[config.mk]
export PLATFORM = sky130hd
export DESIGN_NAME = logistic_mu_sweep_flat
export DESIGN_NICKNAME = d
export VERILOG_FILES = /design/src/rtl/logistic_mu_sweep_if.sv /design/src/rtl/logistic_mu_sweep.sv /design/src/flat_wrapper.sv
export SDC_FILE = /design/constraint.sdc
export NUM_CORES = 1
export LEC_CHECK = 0
export CORE_MARGIN = 1
export CORE_UTILIZATION = 35
export CTS_CLUSTER_SIZE = 10
export DETAILED_ROUTE_END_ITERATION = 7
export SKIP_LAST_GASP = 1
export SYNTH_ARGS = -nofsm -noshare
export SYNTH_HDL_FRONTEND = slang
export SYNTH_SLANG_ARGS = --single-unit
[constraint.sdc]
create_clock -name CLK -period 5.3 [get_ports CLK]
set_clock_uncertainty 0.2 [all_clocks]
set_input_delay 1.59 -clock CLK [delete_from_list [all_inputs] [get_ports CLK]]
set_output_delay 1.59 -clock CLK [all_outputs]
set_load 0.005 [all_outputs]
[src/rtl/logistic_mu_sweep_if.sv]
// Parameter/handshake bundle between the video-timing/UI side (master)
// and the mu sweep controller (slave).
interface logistic_mu_sweep_if;
  logic        frame_start;
  logic        pause_sw;
  logic        btn_up;
  logic        btn_down;
  logic [1:0]  step_sel;
  logic [8:0]  repeat_in;
  logic [17:0] mu;
  logic [8:0]  maxrepeat;
  logic        iter_rst_n;
  logic        dir;
  logic        busy;

  modport master (
    output frame_start, pause_sw, btn_up, btn_down, step_sel, repeat_in,
    input  mu, maxrepeat, iter_rst_n, dir, busy
  );

  modport slave (
    input  frame_start, pause_sw, btn_up, btn_down, step_sel, repeat_in,
    output mu, maxrepeat, iter_rst_n, dir, busy
  );
endinterface

[src/rtl/logistic_mu_sweep.sv]
// Frame-synchronous mu / maxrepeat generator for the logistic-map iterators,
// with ping-pong auto sweep, manual stepping and an iterator restart pulse.
module logistic_mu_sweep #(
  parameter logic [17:0] MU_MIN         = 18'h2_0000,
  parameter logic [17:0] MU_MAX         = 18'h3_FFC0,
  parameter logic [17:0] STEP_BASE      = 18'h0_0040,
  parameter int unsigned FRAME_DIV      = 4,
  parameter int unsigned RESTART_CYCLES = 4,
  parameter logic [8:0]  REPEAT_INIT    = 9'd100
) (
  input  logic               CLK,
  input  logic               RST,
  logistic_mu_sweep_if.slave bus
);

  typedef enum logic [1:0] {
    ST_IDLE    = 2'd0,
    ST_UPDATE  = 2'd1,
    ST_RESTART = 2'd2
  } state_e;

  localparam logic [7:0] FDIV_LAST = 8'(FRAME_DIV - 1);
  localparam logic [3:0] RCNT_INIT = 4'(RESTART_CYCLES);

  state_e      state_q, state_d;
  logic [3:0]  rcnt_q, rcnt_d;
  logic [7:0]  fcnt_q, fcnt_d;
  logic [17:0] mu_q, mu_d;
  logic [8:0]  rep_q, rep_d;
  logic        dir_q, dir_d;
  logic        iter_rst_n_q, iter_rst_n_d;
  logic        busy_q, busy_d;
  logic        up_prev_q, up_prev_d;
  logic        down_prev_q, down_prev_d;
  logic        pend_up_q, pend_up_d;
  logic        pend_down_q, pend_down_d;

  logic [17:0]        step_s;
  logic [18:0]        sum_s;
  logic signed [18:0] diff_s;
  logic               over_s, under_s;
  logic [8:0]         rep_new_s;
  logic [17:0]        mu_new_s;
  logic               dir_new_s;
  logic [7:0]         fcnt_new_s;
  logic               changed_s;
  logic               up_rise_s, down_rise_s;

  // Candidate parameter values that UPDATE would commit this cycle.
  always_comb begin
    step_s     = STEP_BASE << bus.step_sel;
    sum_s      = {1'b0, mu_q} + {1'b0, step_s};
    diff_s     = $signed({1'b0, mu_q}) - $signed({1'b0, step_s});
    over_s     = (sum_s > {1'b0, MU_MAX});
    under_s    = (diff_s < $signed({1'b0, MU_MIN}));
    rep_new_s  = (bus.repeat_in == 9'd0) ? 9'd1 : bus.repeat_in;
    mu_new_s   = mu_q;
    dir_new_s  = dir_q;
    fcnt_new_s = fcnt_q;
    if (bus.pause_sw) begin
      fcnt_new_s = 8'd0;
      if (pend_up_q && !pend_down_q) begin
        mu_new_s = over_s ? MU_MAX : sum_s[17:0];
      end else if (pend_down_q && !pend_up_q) begin
        mu_new_s = under_s ? MU_MIN : diff_s[17:0];
      end else begin
        mu_new_s = mu_q;
      end
    end else if (fcnt_q >= FDIV_LAST) begin
      fcnt_new_s = 8'd0;
      // Landing exactly on a bound keeps dir; the flip waits for the next move.
      if (dir_q) begin
        if (over_s) begin
          mu_new_s  = MU_MAX;
          dir_new_s = 1'b0;
        end else begin
          mu_new_s  = sum_s[17:0];
          dir_new_s = 1'b1;
        end
      end else begin
        if (under_s) begin
          mu_new_s  = MU_MIN;
          dir_new_s = 1'b1;
        end else begin
          mu_new_s  = diff_s[17:0];
          dir_new_s = 1'b0;
        end
      end
    end else begin
      fcnt_new_s = fcnt_q + 8'd1;
    end
    changed_s = (mu_new_s != mu_q) || (rep_new_s != rep_q);
  end

  // Next-state logic; frame_start outside IDLE is simply not looked at.
  always_comb begin
    state_d = state_q;
    rcnt_d  = rcnt_q;
    case (state_q)
      ST_IDLE: begin
        if (bus.frame_start) begin
          state_d = ST_UPDATE;
        end else begin
          state_d = ST_IDLE;
        end
      end
      ST_UPDATE: begin
        if (changed_s) begin
          state_d = ST_RESTART;
          rcnt_d  = RCNT_INIT;
        end else begin
          state_d = ST_IDLE;
        end
      end
      ST_RESTART: begin
        if (rcnt_q <= 4'd1) begin
          state_d = ST_IDLE;
        end else begin
          state_d = ST_RESTART;
          rcnt_d  = rcnt_q - 4'd1;
        end
      end
      default: begin
        state_d = ST_IDLE;
        rcnt_d  = 4'd0;
      end
    endcase
  end

  // Output and datapath register inputs.
  always_comb begin
    busy_d       = (state_d != ST_IDLE);
    iter_rst_n_d = (state_d != ST_RESTART);
    up_prev_d    = bus.btn_up;
    down_prev_d  = bus.btn_down;
    up_rise_s    = bus.btn_up & ~up_prev_q;
    down_rise_s  = bus.btn_down & ~down_prev_q;
    if (state_q == ST_UPDATE) begin
      mu_d        = mu_new_s;
      rep_d       = rep_new_s;
      dir_d       = dir_new_s;
      fcnt_d      = fcnt_new_s;
      pend_up_d   = up_rise_s;
      pend_down_d = down_rise_s;
    end else begin
      mu_d        = mu_q;
      rep_d       = rep_q;
      dir_d       = dir_q;
      fcnt_d      = fcnt_q;
      pend_up_d   = pend_up_q | up_rise_s;
      pend_down_d = pend_down_q | down_rise_s;
    end
  end

  // State register.
  always_ff @(posedge CLK) begin
    if (RST) begin
      state_q <= ST_RESTART;
      rcnt_q  <= RCNT_INIT;
    end else begin
      state_q <= state_d;
      rcnt_q  <= rcnt_d;
    end
  end

  // Datapath and output registers.
  always_ff @(posedge CLK) begin
    if (RST) begin
      mu_q         <= MU_MIN;
      rep_q        <= REPEAT_INIT;
      dir_q        <= 1'b1;
      fcnt_q       <= 8'd0;
      iter_rst_n_q <= 1'b0;
      busy_q       <= 1'b1;
      // Track the live level so a button held through reset is not an edge.
      up_prev_q    <= bus.btn_up;
      down_prev_q  <= bus.btn_down;
      pend_up_q    <= 1'b0;
      pend_down_q  <= 1'b0;
    end else begin
      mu_q         <= mu_d;
      rep_q        <= rep_d;
      dir_q        <= dir_d;
      fcnt_q       <= fcnt_d;
      iter_rst_n_q <= iter_rst_n_d;
      busy_q       <= busy_d;
      up_prev_q    <= up_prev_d;
      down_prev_q  <= down_prev_d;
      pend_up_q    <= pend_up_d;
      pend_down_q  <= pend_down_d;
    end
  end

  assign bus.mu         = mu_q;
  assign bus.maxrepeat  = rep_q;
  assign bus.iter_rst_n = iter_rst_n_q;
  assign bus.dir        = dir_q;
  assign bus.busy       = busy_q;

endmodule
[src/flat_wrapper.sv]
// flat-port wrapper written by rule: the top's interface ports become plain ports
module logistic_mu_sweep_flat 
#(
  parameter logic [17:0] MU_MIN         = 18'h2_0000,
  parameter logic [17:0] MU_MAX         = 18'h3_FFC0,
  parameter logic [17:0] STEP_BASE      = 18'h0_0040,
  parameter int unsigned FRAME_DIV      = 4,
  parameter int unsigned RESTART_CYCLES = 4,
  parameter logic [8:0]  REPEAT_INIT    = 9'd100
)
  (CLK, RST, bus_frame_start, bus_pause_sw, bus_btn_up, bus_btn_down, bus_step_sel, bus_repeat_in, bus_mu, bus_maxrepeat, bus_iter_rst_n, bus_dir, bus_busy);
  logistic_mu_sweep_if bus_i ();
  input  logic CLK;
  input  logic RST;
  input wire logic [$bits(bus_i.frame_start)-1:0] bus_frame_start;
  input wire logic [$bits(bus_i.pause_sw)-1:0] bus_pause_sw;
  input wire logic [$bits(bus_i.btn_up)-1:0] bus_btn_up;
  input wire logic [$bits(bus_i.btn_down)-1:0] bus_btn_down;
  input wire logic [$bits(bus_i.step_sel)-1:0] bus_step_sel;
  input wire logic [$bits(bus_i.repeat_in)-1:0] bus_repeat_in;
  output wire logic [$bits(bus_i.mu)-1:0] bus_mu;
  output wire logic [$bits(bus_i.maxrepeat)-1:0] bus_maxrepeat;
  output wire logic [$bits(bus_i.iter_rst_n)-1:0] bus_iter_rst_n;
  output wire logic [$bits(bus_i.dir)-1:0] bus_dir;
  output wire logic [$bits(bus_i.busy)-1:0] bus_busy;
  assign bus_i.frame_start = bus_frame_start;
  assign bus_i.pause_sw = bus_pause_sw;
  assign bus_i.btn_up = bus_btn_up;
  assign bus_i.btn_down = bus_btn_down;
  assign bus_i.step_sel = bus_step_sel;
  assign bus_i.repeat_in = bus_repeat_in;
  assign bus_mu = bus_i.mu;
  assign bus_maxrepeat = bus_i.maxrepeat;
  assign bus_iter_rst_n = bus_i.iter_rst_n;
  assign bus_dir = bus_i.dir;
  assign bus_busy = bus_i.busy;
  logistic_mu_sweep #(.MU_MIN(MU_MIN), .MU_MAX(MU_MAX), .STEP_BASE(STEP_BASE), .FRAME_DIV(FRAME_DIV), .RESTART_CYCLES(RESTART_CYCLES), .REPEAT_INIT(REPEAT_INIT)) u_core (.CLK(CLK), .RST(RST), .bus(bus_i));
endmodule
Word-level counts from Yosys, hierarchy flattened --
Index checks and enable logic that the tools add are counted.
Cells by class: reductions and logical operators 10, add/subtract/negate cells 4, shift operators 1, $lt $le $gt $ge 4, equal/unequal tests 7, multiply operators 0, mux-type cells 22, divide/modulo/power cells 0, bitwise logic cells 8
Operator list (count):
- $mux W18 | 7
- $add A18 B18 Y19 | 1
- $gt A19 B18 Y1 const B | 1
- $lt A19 B19 Y1 const B | 1
- $sub A18 B18 Y19 | 1
- $ne A18 B18 Y1 | 1
- $shl A7 B2 Y18 const A | 1
- $mux W8 | 2
- $pmux W4 S3 | 1
- $logic_not A9 Y1 | 1
- $mux W9 | 1
- $ne A9 B9 Y1 | 1
- $add A8 B1 Y8 const B | 1
- $ge A8 B2 Y1 const B | 1
- $mux W4 | 2
- $mux W1 | 6
- $pmux W2 S3 | 1
- $reduce_and A3 Y1 | 2
- $le A4 B1 Y1 const B | 1
- $mux W2 | 2
- $ne A2 B2 Y1 const B | 2
- $not A1 Y1 | 4
- $sub A4 B1 Y4 const B | 1
- $and A1 B1 Y1 | 2
- 9 further kinds | 12
Word-level totals: register bits after elaboration 48, input port bits 17, bits in latches 0, output and inout bits 30, memory bits (writable) 0, memories kept 0, bits in read-only memories 0

Logic depth before layout (Yosys ltp) --
Gate-level depths: netlist of the first run.
word-level depth 12, gate-level depth with buffers 16

Least setup slack after synthesis of the first run --
No wires, ideal clock.
path kind input to register, start point input port bus_step_sel[1], end point register u_core.busy_q, in the netlist u_core.bus.busy, arrival time 4.764 ns, setup slack 0.209 ns, setup time 0.127 ns, required time 4.973 ns, path buffers 0, stages on the path 16, path through or2_2 > inv_1 > ha_1 > inv_1 > fa_1 > nor2_1 > o211a_1 > a31oi_1 > a21oi_1 > a2111oi_0 > or4_1 > nor3_1 > nand4_1 > nor3_1 > nor3_1 > or3_1
Between the ends: cells in the longest elaborated chain, start to end 12
Ends and longest elaborated chain:
- from (decl) | RTL line flat_wrapper.sv:19 | input wire logic [$bits(bus_i.step_sel)-1:0] bus_step_sel;
- $shl A7 B2 Y18 * | RTL line logistic_mu_sweep.sv:51 | step_s = STEP_BASE << bus.step_sel;
- $sub A18 B18 Y19 / $add A18 B18 Y19 (equally long branches) | RTL line logistic_mu_sweep.sv:53, logistic_mu_sweep.sv:52
- $lt A19 B19 Y1 / $gt A19 B18 Y1 (equally long branches) | RTL line logistic_mu_sweep.sv:55, logistic_mu_sweep.sv:54
- $mux W18, on equally long branches
- $mux W18, on equally long branches | RTL line logistic_mu_sweep.sv:72, logistic_mu_sweep.sv:64
- $mux W18, on equally long branches | RTL line logistic_mu_sweep.sv:69, logistic_mu_sweep.sv:62
- $mux W18 * | RTL line logistic_mu_sweep.sv:60 | if (bus.pause_sw) begin
- $ne A18 B18 Y1 * | RTL line logistic_mu_sweep.sv:92 | changed_s = (mu_new_s != mu_q) || (rep_new_s != rep_q);
- $logic_or A1 B1 Y1 * | RTL line logistic_mu_sweep.sv:92
- $mux W2 * | RTL line logistic_mu_sweep.sv:108 | if (changed_s) begin
- $pmux W2 S3 * | RTL line logistic_mu_sweep.sv:99 | case (state_q)
- $reduce_bool A2 Y1 * | RTL line logistic_mu_sweep.sv:132 | busy_d = (state_d != ST_IDLE);
- to (signal assigned) | RTL line logistic_mu_sweep.sv:186 | busy_q <= busy_d;
- to (decl) | RTL line logistic_mu_sweep.sv:32 | logic busy_q, busy_d;
Every way passes the cells marked *; elsewhere a longest branch is shown, timed or not. A chain may end at the register's enable or synchronous reset.

Worst setup path after layout of the first run --
Same ends and word-level chain as after synthesis.

==> metrics, run 1 <==
input/output buffers=46; peak fanout along the critical path=5; YS warnings=0; Die Span Y=108 um; relative slew slack=21.4%; Layout Cells excl Fill=764; initial antenna violation count=0; cell area power density=235 nW/um^2; total track usage=26.9%; static leakage=2.06 nW; Final setup viols=0; Max rail drop VDD=0.125 mV; area delta synth->final=34.9%; clock share of power=19.7%; RSZ-0062 raised after global routing=yes; Core Util, Final=48.6%; DR vias/cell=6.01; Vias=4590; logic gate share of total power=45.7%; hold crit path type=reg -> reg; CTS Hold Bufs=0; FP Rows=38; setup slack after layout=90.7 ps; drt pass-1 iters=7; core area=10900 sq um; Clk pin slew, worst setup/hold paths=90 ps; most common flop cell mapped by yosys=dfxtp_1; Cell Area, Placed=5020 sq um; number of synthesized register bits=48; clk root buf=clkbuf_8; final hold vios=0; post-synthesis cell count=521; grt met2 use=40.9%; number of enable flip-flop cells after synthesis=0; CP Data Required Time=5300 ps; Starting Density=36.0%; H-tree levels=2; async set or reset register ratio after synthesis=0%; IO Pins=47; synth unique cells=73; DR iter-0 viols=418; DIE WIDTH=108 um; Placement Setup Slack=-545 ps; Post-Route WL=14900 um; total power=1.24 mW; cell area after synthesis=3920 sq um; Clock Path Buffers=2; final instance area=5290 sq um; CTS tree=yes; final max-slew violation count=0; met3 usage=6.96%; status=complete, no violations; Setup Crit Path Kind=in -> reg; Placed Cells=754; Worst setup EP type=flop; dpl hpwl=11000 um; startpoint type of the worst setup path=primary input; NetSw=479 uW; number of diodes=0; GR Overflow Total=0; clk_lat worst skew=330 ps; Clock Sinks=48; internal power=763 uW; Final ANT Viol Nets=0; layout cells sized above 1=21.3%; post-route minimum period=5210 ps; Worst-Margin Slew=1180 ps; Final nets=657; largest net degree at the start of global routing=42; Final Cycle Share=98.3%; Switching Share=38.6%; Sequential Power Share=34.6%; CTS buffer count=5; global-route wire length before repair=24000 um; busiest grt layer=met2; sequential element share of the synthesized area=24.5%; Synth Net Count=554; wire per inst=19.5 um; met1 Track Usage GR=36.0%; vias in the first global route=4413; # DRC=0; full die area=11600 sq um; GP Congestion=1.01; max cap viols=0; CP Data Arrival Time=5210 ps; fmax=0.192 GHz; syn avg cell area=7.52 sq um
## power by group through the flow
| stage | clock (mW) | combinational (mW) | sequential [mW] |
|---|---|---|---|
| global route | 0.269 | 0.617 | 0.436 |
| finish | 0.244 | 0.568 | 0.430 |
| detailed placement | 0 | 0.527 | 0.437 |
| floorplan | 0 | 0.311 | 0.427 |
| CTS | 0.249 | 0.553 | 0.429 |
| global placement | 0 | 0.522 | 0.436 |
## cells in the final DEF, fill, tap and decap left out, types with 3 or more instances in the layout
cell,n
a211oi_1,14
xor2_1,14
dfxtp_1,48
or4_1,3
or2_2,4
nor2b_1,8
nor3b_1,3
ha_4,3
o22ai_1,3
nand4_1,6
mux2i_1,8
o31ai_1,5
nand2b_1,3
ha_1,12
a21oi_2,6
a211o_1,6
nand3_1,11
or3_1,9
a21oi_1,31
nor2_2,4
a31oi_1,9
inv_1,23
nor3_2,3
a22oi_1,3
clkdlybuf4s50_1,44
o211a_1,3
nor3_1,16
nor2_1,59
nand2_1,30
buf_4,79
xnor2_1,14
o21a_1,7
o21ai_0,27
clkbuf_8,6
o21ai_1,6
o21bai_1,4
nor4_1,9
o211ai_1,5
and2_1,7
## routing by layer
metal / wire, um / vias up
li1: - / 2134
met4: 498 / 0
met5: 0 / -
met2: 6610 / 267
met1: 6380 / 2137
met3: 1440 / 52
## cells by family after synthesis
kind of cell	count (synthesis)	share of synthesized area, %
AND/OR/NAND/NOR	192	25.1
multiplexers	8	2.04
buffers and inverters	53	5.17
adder cells (fa/ha/maj)	16	5.30
flip-flops	48	24.5
XOR/XNOR	29	6.48
AO/OA/AOI/OAI	175	31.4
## timing repair
| action | CTS | global route |
|---|---|---|
| buffers inserted | 3 | 0 |
| pin swaps | 13 | 7 |
| endpoints found under the hold margin | 0 | 0 |
| setup endpoints to repair | 6 | 6 |
| gates resized for setup | 32 | 13 |
## area by class of cell
cell class	instances	area, sq um
inverters	23	86.3
repair buffers	126	1060
clock buffers	6	82.6
clock inverters	1	8.76
multi-input cells	420	2920
flip-flops and latches	48	961
fillers	1069	5600
well taps	140	175
## state kept, by name, indices dropped and copies added (netlist names)
name,cells
u_core.fcnt_q,8
u_core.pend_up_q,1
u_core.bus.mu,18
u_core.up_prev_q,1
u_core.bus.busy,1
u_core.bus.iter_rst_n,1
u_core.down_prev_q,1
u_core.pend_down_q,1
u_core.bus.dir,1
u_core.state_q,2
u_core.rcnt_q,4
u_core.bus.maxrepeat,9
## worst max-delay path, stage by stage
cell           delay, ps
dlygate4sd2_1        260
buf_6                130
nand2_1               70
inv_1                 50
ha_1                 210
or2_2                340
o211ai_1             400
o21ai_1              170
buf_4                190
o21a_1               190
a31oi_2              180
o32ai_1              120
or3_1                400
a221o_1              290
nor3_2               210
nor3_2                70
or3_1                330
## Yosys cell counts, types with 7 or more instances
cell | n | area share [%]
nor3_1 | 19 | 2.4
clkbuf_1 | 22 | 2.1
nor2_1 | 62 | 5.9
nor4_1 | 9 | 1.4
mux2i_1 | 8 | 2.0
ha_1 | 15 | 4.8
o21a_1 | 7 | 1.3
xor2_1 | 14 | 3.1
inv_1 | 23 | 2.2
and2_1 | 7 | 1.1
or3_1 | 9 | 1.4
nand3_1 | 11 | 1.4
a211oi_1 | 14 | 2.7
a21oi_1 | 37 | 4.7
o21ai_0 | 32 | 4.1
dfxtp_1 | 48 | 25
a31oi_1 | 10 | 1.6
xnor2_1 | 15 | 3.4
nand2_1 | 30 | 2.9
nor2b_1 | 8 | 1.3
## worst paths after layout
kind	to	slack, ps	startpoint	depth (start not counted)
hold / removal	u_core.rcnt_q[3]	280	u_core.rcnt_q[3]	2
hold reg to reg	u_core.rcnt_q[3]	280	u_core.rcnt_q[3]	2
setup reg to reg	u_core.bus.busy	1190	u_core.bus.mu[12]	13
setup / recovery	u_core.bus.busy	90	bus_step_sel[1]	17
## metrics by stage
step / hold WS (ps) / setup TNS, ps
4_1_cts: 287 / 0
3_5_place_dp: 273 / -3130
5_1_grt: 318 / -51.7
6_report: 282 / 0
3_3_place_gp: 266 / -3150
2_1_floorplan: 250 / 0
Note: power is estimated with default switching activity, not from simulation.
==> run 2, diff against run 1 <==
- PLACE_DENSITY_LB_ADDON: not set -> 0.2
==> run 2 against run 1 <==
Against the previous run:
- sequential share of layout area down 0.64 points
- critical endpoint unchanged
- critical path depth up 1
- global-route usage down 1.5 points
- combinational power about the same
==> metrics, run 2 (synthesis gave the netlist of run 1 again) <==
core area=10900 sq um (unchanged); Setup Crit Path Kind=in -> reg; dpl hpwl=11000 um (-0.61%); GR Overflow Total=0 (unchanged); Multi-input gate area=2910 sq um (-0.17%); Min Hold Slack=288 ps (+6.50 ps); Max rail drop VDD=0.113 mV (-9.7%); global-route wire length before repair=22700 um (-5.3%); Clock Sinks=48 (unchanged); Critical Path Slowest Stage Cell=a2111oi_4; # DRC=0 (unchanged); max cap viols=0 (unchanged); commonest non-fill, non-tap cell in the layout=buf_4; Layout Cells excl Fill=783 (+2.5%); Clk pin slew, worst setup/hold paths=90 ps (about the same); Worst setup EP type=flop; Sequential Power Share=32.5% (-2.1 points); clk_lat worst skew=320 ps (about the same); Die Span Y=108 um (unchanged); number of diodes=0 (unchanged); crit-path cells=dlygate4sd2_1, buf_4, nand2b_2, ha_4, o211ai_1, a2111oi_4, buf_4, o31ai_1, buf_4, buf_4, a21oi_1, a31oi_1, o21a_1, buf_4, a221o_1, nor3_1, nor3_1, or3_1; DIE WIDTH=108 um (unchanged); startpoint type of the worst setup path=primary input; CP Data Required Time=5300 ps (about the same); H-tree levels=2 (unchanged); IO Pins=47 (unchanged); Worst-Margin Slew=980 ps (-196 ps); max reg flops=18 (unchanged); vias in the first global route=4300 (-2.6%); input/output buffers=46 (unchanged); FP Rows=38 (unchanged); commonest cells after routing, fill and taps aside=buf_4, nor2_1, dfxtp_1; max incr delay on CP=460 ps (+60 ps); CTS buffer count=5 (unchanged); metal2 WL=6400 um (-3.2%); Clock Path Buffers=2 (unchanged); post-route minimum period=5210 ps (-0.747 ps); status=complete, no violations; DR vias/cell=5.90 (-1.8%); CTS Hold Bufs=0 (unchanged); largest net degree at the start of global routing=41 (-2.4%); clk root buf=clkbuf_8; final hold vios=0 (unchanged); Final nets=675 (+2.7%); logic gate share of total power=42.5% (-3.2 points); full die area=11600 sq um (unchanged); CP Data Arrival Time=5210 ps (about the same); clock share of power=24.9% (+5.2 points); area delta synth->final=39.8%; internal power=856 uW (+12%); WL met3=1280 um (-11%); register area=961 sq um (unchanged); GP Congestion=0.983 (-2.6%); total track usage=25.4% (-1.5 points); cell area power density=243 nW/um^2 (+3.3%); Final setup viols=0 (unchanged); static leakage=2.16 nW (+4.5%); Final Cycle Share=98.3% (about the same); RSZ-0062 raised after global routing=yes; CTS tree=yes; wire per inst=18.5 um (-5.1%); uppermost layer routed=met4; Post-Route WL=14500 um (-2.8%); final max-slew violation count=0 (unchanged); crit-path most repeated cell=buf_4; DR iter-0 viols=365 (-13%); Switching Share=35.6% (-2.9 points); peak fanout along the critical path=4 (-1); relative slew slack=34.5% (+13 points); hold crit path type=reg -> reg; Final ANT Viol Nets=0 (unchanged); Vias=4619 (+0.63%); # fillers=1062 (-0.65%); initial antenna violation count=0 (unchanged); layout cells sized above 1=23.6% (+2.3 points); fmax=0.192 GHz (about the same); DRT met1 WL=6410 um (+0.42%); Placed Cells=767 (+1.7%); Starting Density=36.0% (unchanged); NetSw=474 uW (-1.1%); drt pass-1 iters=5 (-2)
-- run 2: changes by cell type in the layout (fill, tap and decap cells not counted), sizes merged --
cell,delta
clkdlybuf4s15,+1
clkbuf,-2
inv,+1
buf,+18
bufinv,+2
clkinv,-1
-- run 2: what timing repair did --
| action | in CTS | in global routing |
|---|---|---|
| setup endpoints to repair | 7 | 6 |
| gates resized for setup | 22 | 24 |
| buffers inserted | 4 | 4 |
| pin swaps | 16 | 16 |
| hold endpoints to repair | 0 | 0 |
-- run 2: area by class of cell --
| cell class | count | share of cell area [%] |
|---|---|---|
| well taps | 140 | 3.20 |
| inverters | 23 | 1.57 |
| repair buffers | 144 | 22.1 |
| flip-flops and latches | 48 | 17.5 |
| clock inverters | 3 | 1.26 |
| multi-input cells | 420 | 53.1 |
| clock buffers | 5 | 1.26 |
-- run 2: worst max-delay path: cells and delay by family --
| family | cells | cell delay [ps] |
|---|---|---|
| and+or+nand+nor | 4 | 810 |
| buffers and inverters | 6 | 1020 |
| AOI/OAI and AO/OA | 7 | 1480 |
| adders and majority gates | 1 | 300 |
-- run 2: stage by stage --
step	cell area (sq um)	setup WS (ps)	power, mW	TNS, ps	util [%]
3_3_place_gp	5130	-661	0.950	-3580	47.1
3_5_place_dp	5130	-650	0.961	-3790	47.1
5_1_grt	5480	-2.38	1.41	-2.79	50.3
4_1_cts	5350	59.3	1.31	0	49.1
6_report	5480	91.5	1.33	0	50.3
2_1_floorplan	3920	209	0.738	0	-
-- run 2: worst paths after layout --
kind                    start               end  slack (ps)  cells past startpoint
max reg2reg  u_core.bus.mu[6]   u_core.bus.busy        1270                     13
min reg2reg  u_core.fcnt_q[1]  u_core.fcnt_q[1]         290                      2
max           bus_step_sel[1]   u_core.bus.busy          90                     18
min          u_core.fcnt_q[1]  u_core.fcnt_q[1]         290                      2
-- run 2: power groups by stage --
stage	sequential, mW	clock, mW	combinational, mW
after floorplan	0.427	0	0.311
after global placement	0.438	0	0.511
after detailed placement	0.439	0	0.522
after CTS	0.432	0.339	0.535
after global routing	0.438	0.356	0.612
final	0.432	0.332	0.566
-- run 2: metal layers --
layer,GRT usage [%],vias to the layer above
met5,0,-
met4,9.30,0
met3,6.17,34
met2,38.7,198
met1,34.5,2207
li1,-,2180
